===== config.mk =====
export PLATFORM = sky130hd
export DESIGN_NAME = mem_access_unit
export DESIGN_NICKNAME = d
export VERILOG_FILES = /design/src/rtl/mem_access_unit.sv
export SDC_FILE = /design/constraint.sdc
export NUM_CORES = 1
export LEC_CHECK = 0
export ABC_CLOCK_PERIOD_IN_PS = 2400
export CORE_AREA = 2 2 96 136
export DETAILED_ROUTE_END_ITERATION = 12
export DIE_AREA = 0 0 98 138
export GPL_TIMING_DRIVEN = 0
export PLACE_DENSITY = 0.9
export SLEW_MARGIN = 20
export SYNTH_ARGS = -nofsm -noshare
export SYNTH_HDL_FRONTEND = slang
export SYNTH_SLANG_ARGS = --single-unit
export TNS_END_PERCENT = 5

===== constraint.sdc =====
create_clock -name clock -period 2.4 [get_ports clock]
set_input_delay 0.48 -clock clock [delete_from_list [all_inputs] [get_ports clock]]
set_output_delay 0.48 -clock clock [all_outputs]
set_load 0.05 [all_outputs]

===== src/rtl/mem_access_unit.sv =====
// Memory-stage data-bus sequencer: issues one load/store at a time on a
// request/grant/response bus, with lane steering, load extension, misalign and timeout.
module mem_access_unit #(
  parameter int unsigned TIMEOUT = 255,
  parameter int unsigned CNT_W   = 8
) (
  input  logic        clock,
  input  logic        reset,
  input  logic        op_valid,
  input  logic        rw,
  input  logic [1:0]  store_sel,
  input  logic [2:0]  load_funct3,
  input  logic [31:0] addr,
  input  logic [31:0] store_data,
  output logic        op_ready,
  output logic        done,
  output logic        load_valid,
  output logic [31:0] load_data,
  output logic        misalign,
  output logic        bus_err,
  output logic        bus_req,
  output logic        bus_we,
  output logic [31:0] bus_addr,
  output logic [31:0] bus_wdata,
  output logic [3:0]  bus_wstrb,
  input  logic        bus_gnt,
  input  logic        bus_rvalid,
  input  logic [31:0] bus_rdata
);

  localparam logic       MEM_READ  = 1'b0;
  localparam logic [1:0] STORE_B   = 2'b00;
  localparam logic [1:0] STORE_H   = 2'b01;

  localparam logic [1:0] StIdle = 2'd0;
  localparam logic [1:0] StReq  = 2'd1;
  localparam logic [1:0] StWait = 2'd2;

  localparam logic [CNT_W-1:0] CntLast = CNT_W'(TIMEOUT - 1);

  logic [1:0]       state;
  logic [CNT_W-1:0] cnt;
  logic [2:0]       f3_q;
  logic [1:0]       off_q;

  logic        misaligned;
  logic [3:0]  wstrb_n;
  logic [31:0] wdata_n;
  logic [31:0] ld_ext;
  logic        expire;
  logic [7:0]  ld_byte;
  logic [15:0] ld_half;

  assign op_ready = (state == StIdle);
  assign bus_req  = (state == StReq);
  assign expire   = (TIMEOUT != 0) && (cnt == CntLast);

  always_comb begin
    misaligned = 1'b0;
    wstrb_n    = 4'b0000;
    wdata_n    = 32'h0;
    if (rw == MEM_READ) begin
      unique case (load_funct3)
        3'b000, 3'b100: misaligned = 1'b0;
        3'b001, 3'b101: misaligned = addr[0];
        default:        misaligned = (addr[1:0] != 2'b00);
      endcase
    end else begin
      unique case (store_sel)
        STORE_B: begin
          wstrb_n = 4'b0001 << addr[1:0];
          wdata_n = {4{store_data[7:0]}};
        end
        STORE_H: begin
          misaligned = addr[0];
          wstrb_n    = addr[1] ? 4'b1100 : 4'b0011;
          wdata_n    = {2{store_data[15:0]}};
        end
        default: begin
          misaligned = (addr[1:0] != 2'b00);
          wstrb_n    = 4'b1111;
          wdata_n    = store_data;
        end
      endcase
    end
  end

  always_comb begin
    ld_byte = bus_rdata[{off_q, 3'b000} +: 8];
    ld_half = bus_rdata[{off_q[1], 4'b0000} +: 16];
    unique case (f3_q)
      3'b000:  ld_ext = {{24{ld_byte[7]}}, ld_byte};
      3'b001:  ld_ext = {{16{ld_half[15]}}, ld_half};
      3'b100:  ld_ext = {24'h0, ld_byte};
      3'b101:  ld_ext = {16'h0, ld_half};
      default: ld_ext = bus_rdata;
    endcase
  end

  always_ff @(posedge clock) begin
    if (reset) begin
      state      <= StIdle;
      cnt        <= '0;
      f3_q       <= 3'b000;
      off_q      <= 2'b00;
      done       <= 1'b0;
      load_valid <= 1'b0;
      load_data  <= 32'h0;
      misalign   <= 1'b0;
      bus_err    <= 1'b0;
      bus_we     <= 1'b0;
      bus_addr   <= 32'h0;
      bus_wdata  <= 32'h0;
      bus_wstrb  <= 4'b0000;
    end else begin
      done       <= 1'b0;
      load_valid <= 1'b0;
      misalign   <= 1'b0;
      bus_err    <= 1'b0;
      case (state)
        StIdle: begin
          if (op_valid) begin
            if (misaligned) begin
              done     <= 1'b1;
              misalign <= 1'b1;
            end else begin
              state     <= StReq;
              cnt       <= '0;
              f3_q      <= load_funct3;
              off_q     <= addr[1:0];
              bus_we    <= (rw != MEM_READ);
              bus_addr  <= {addr[31:2], 2'b00};
              bus_wstrb <= wstrb_n;
              bus_wdata <= wdata_n;
            end
          end
        end
        StReq: begin
          cnt <= cnt + 1'b1;
          if (bus_gnt) begin
            if (bus_we) begin
              state <= StIdle;
              done  <= 1'b1;
            end else if (bus_rvalid) begin
              state      <= StIdle;
              done       <= 1'b1;
              load_valid <= 1'b1;
              load_data  <= ld_ext;
            end else begin
              state <= StWait;
            end
          end else if (expire) begin
            state   <= StIdle;
            done    <= 1'b1;
            bus_err <= 1'b1;
          end
        end
        StWait: begin
          cnt <= cnt + 1'b1;
          if (bus_rvalid) begin
            state      <= StIdle;
            done       <= 1'b1;
            load_valid <= 1'b1;
            load_data  <= ld_ext;
          end else if (expire) begin
            state   <= StIdle;
            done    <= 1'b1;
            bus_err <= 1'b1;
          end
        end
        default: state <= StIdle;
      endcase
    end
  end

endmodule


==> results.yml <==
detailed_routing:
  initialDrtViolationCount: 305
  dr.pass1.iters: 5
  routed-via-count: 5499
  detail_route.drc_violations: 0
  route.antenna.remaining_nets: 0
  wl_per_cell_um: 17.3
  route.final.wire_length_um: 17300
  detail_route.vias_per_cell: 5.49
final_layout:
  final_layout_size_suffix_gt1_frac: 0.0920
  final-instance-count-excl-fill: 1001
  final.fill_count: 984
  area_growth_syn_to_layout_pct: 55.2
  layout.nets: 949
  final_cell_mix: "clkdlybuf4s50_1 (209), dfxtp_1 (118), nand2_1 (105)"
  ff_latch_area_mm2: 0.00236
  multi_input_area_mm2: 0.00272
  antennaDiodeCount: 0
  mostFrequentLayoutCell: "clkdlybuf4s50_1"
cts:
  cts-root-buf: "clkbuf_16"
  clock_edge_transition_at_the_registers_on_the_reported_setup_and_hold_paths_ns: 0.06
  clock_sinks: 118
  tritoncts.num_buffers: 17
  cts.path.max_buffers: 2
  cts_tree: "yes"
  cts_htree_levels: 4
  clk_latency_worst_skew_pair_ns: 0.41
setup_path:
  critical_path_class: "in -> reg"
  ff2ff_path_depth: 7
  worst_r2r_end: "load_data[10]"
  regToRegSetupSlack_ns: 0.18
  r2r_start: "state[0]"
  critical_path_required_ns: 2.66
  crit_arrival_ns: 2.52
  critPathLaunchType: "primary input"
  critical_path_peak_fanout: 10
  critical_path_endpoint_category: "register"
power_and_ir_drop:
  switching_power_mw: 1.76
  total_leakage_power_nw: 2.99
  p_seq_frac: 0.349
  peakVddDrop_mv: 0.527
  pwr_density_cell_mw_per_mm2: 733
  switching_share: 0.291
  intPower_mw: 4.30
  power_after_layout_mw: 6.06
  p_clk_frac: 0.445
  comb_power_share: 0.206
outcome:
  outcome: "completed"
global_route:
  grt_overflow: 0
  grt.met1_usage: 0.269
  global_route.peak_usage_layer: "met2"
  grt_max_degree: 17
  grt_first_pass_wirelength_um: 27500
  gr-usage-met3: 0.0652
  grt_pass1_vias: 5572
  groute.layer.met2.usage: 0.445
  overall_fraction_of_global_route_tracks_in_use: 0.250
  initial_antenna_violation_count: 0
logic_synthesis:
  synth-xor-area-share: 0
  synth_top_family_by_area: "compound AO/OA/AOI/OAI gates"
  yosysWarningCount: 0
  synth_seq_area_share: 0.443
  synth-adder-area-share: 0.0141
  number_of_instances_in_the_synthesized_netlist: 605
  synth_largest_area_cell: "dfxtp_1"
  synth-seq-cells: 118
  synth_compound_area_frac: 0.235
  synth_enable_flop_cells: 0
  ys_types: 55
  muxShareOfSynthArea: 0.0707
  synth-async-reset-ratio: 0
  postSynth.topFlopCell: "dfxtp_1"
  postSynthAreaPerCell_um2: 8.81
  most_area_consuming_cells_after_synthesis: "dfxtp_1 (44%), nand2_1 (7.4%), mux2i_1 (6.0%)"
  mapped_cell_area_mm2: 0.00533
  synth-simple-area-share: 0.189
  netlist.area_leader.share: 0.443
sta:
  totalNegativeSetupSlack_ns: 0
  period_minus_slack_ns: 2.25
  rsz_0062_raised_after_global_routing: "no"
  slew_headroom: 0.541
  timing_max_transition_violations_final: 0
  post-route-worst-setup-slack_ns: 0.147
  finalSetupViolations: 0
  tightestPinTransition_ns: 0.688
  timing.hold.ws_ns: 0.454
  min_period_over_period: 0.939
  hold_violations: 0
  clock-skew-final_ns: 0.0105
  clock.fmax_mhz: 444
placed_design:
  placed_cells: 970
  preCtsSetupSlack_ns: -0.314
  io_buffer_count: 211
  final_gp_congestion: 0.892
  detailedPlacementHpwl_um: 12800
floorplan:
  initial_core_util: 0.428
  die_h_um: 138
  fp.dieW_um: 98
  core_area_mm2: 0.0124
  die_area_mm2: 0.0135
  num_rows: 49
  io-pin-count: 214
min_path:
  timing.hold.worst_endpoint: "bus_addr[30]"
  holdCritStartpoint: "bus_addr[30]"
  whs_path_depth: 2
  min_path_type: "reg -> reg"
run:
  max_cap_violations: 0
## metrics by stage
step                utilization  instance area, um^2
global route              0.664                 8270
floorplan                     -                 5330
CTS                       0.664                 8260
detailed placement        0.613                 7630
global placement          0.613                 7630
finish                    0.664                 8270
## synthesized netlist by cell type (6+ instances only)
| library cell | instances |
|---|---|
| nor2b_1 | 6 |
| a22o_1 | 17 |
| mux2i_1 | 32 |
| nand3b_1 | 9 |
| o2bb2ai_1 | 19 |
| clkbuf_1 | 25 |
| o22ai_1 | 16 |
| nand3_1 | 7 |
| a211oi_2 | 11 |
| a211oi_1 | 15 |
| buf_2 | 13 |
| ha_1 | 6 |
| o21ai_0 | 19 |
| nor3_1 | 6 |
| inv_1 | 8 |
| dfxtp_1 | 118 |
| nor2_1 | 39 |
| nand2b_1 | 17 |
| a21oi_1 | 52 |
| nor3b_1 | 8 |
| nand2_1 | 105 |
## power by group through the flow
stage	registers (mW)	clock network [mW]	logic, mW
2_1_floorplan	2.46	0	0.424
3_5_place_dp	2.16	0	1.24
3_3_place_gp	2.15	0	1.22
4_1_cts	2.12	2.73	1.25
6_report	2.12	2.70	1.25
5_1_grt	2.13	2.81	1.32
## flip-flops by register name, indices dropped and copies added (netlist names)
name / count
bus_wdata: 32
load_data: 32
bus_addr: 30
cnt: 8
bus_wstrb: 4
f3_q: 3
off_q: 2
state: 2
bus_err: 1
bus_we: 1
done: 1
load_valid: 1
misalign: 1
## layout make-up
type | count | share of cell area
Multi-Input combinational cell | 435 | 0.329
Sequential cell | 118 | 0.286
Timing Repair Buffer | 211 | 0.256
Clock buffer | 17 | 0.0515
Buffer | 45 | 0.0274
Clock inverter | 14 | 0.0241
Tap cell | 153 | 0.0232
Inverter | 8 | 0.00363
## critical path: stages
cell and delay [ns]:
clkdlybuf4s50_1 0.59, clkbuf_1 0.39, clkbuf_1 0.46, clkbuf_1 0.49
a21oi_1 0.09
## metal layers
layer / wire (um) / up-vias / share of wire
met5: 0 / - / 0
met4: 716 / 0 / 0.041
met3: 1180 / 48 / 0.068
met2: 8920 / 249 / 0.52
met1: 6490 / 2578 / 0.37
li1: - / 2624 / -
## how the worst max path moves through the flow
stage,start,end
2_1_floorplan,state[0],bus_we
3_3_place_gp,reset,load_data[20]
3_5_place_dp,reset,load_data[19]
4_1_cts,state[0],op_ready
5_1_grt,state[0],load_data[10]
6_report,reset,bus_addr[8]
## kinds of logic (layout without fill, tap and decap cells)
logic type | count (synthesis) | after routing
AND/OR/NAND/NOR | 213 | 213
AO/OA/AOI/OAI | 178 | 178
flip-flops | 118 | 118
buffers and inverters | 53 | 295
multiplexers | 36 | 36
adder cells (fa/ha/maj) | 6 | 6
other | 1 | 2
## repair_timing
action,4_1_cts,5_1_grt
setup endpoints to repair,11,19
endpoints found under the hold margin,0,0
resized for setup,2,8
setup buffers,0,0
hold buffers,0,0
Note: power is estimated with default switching activity, not from simulation.
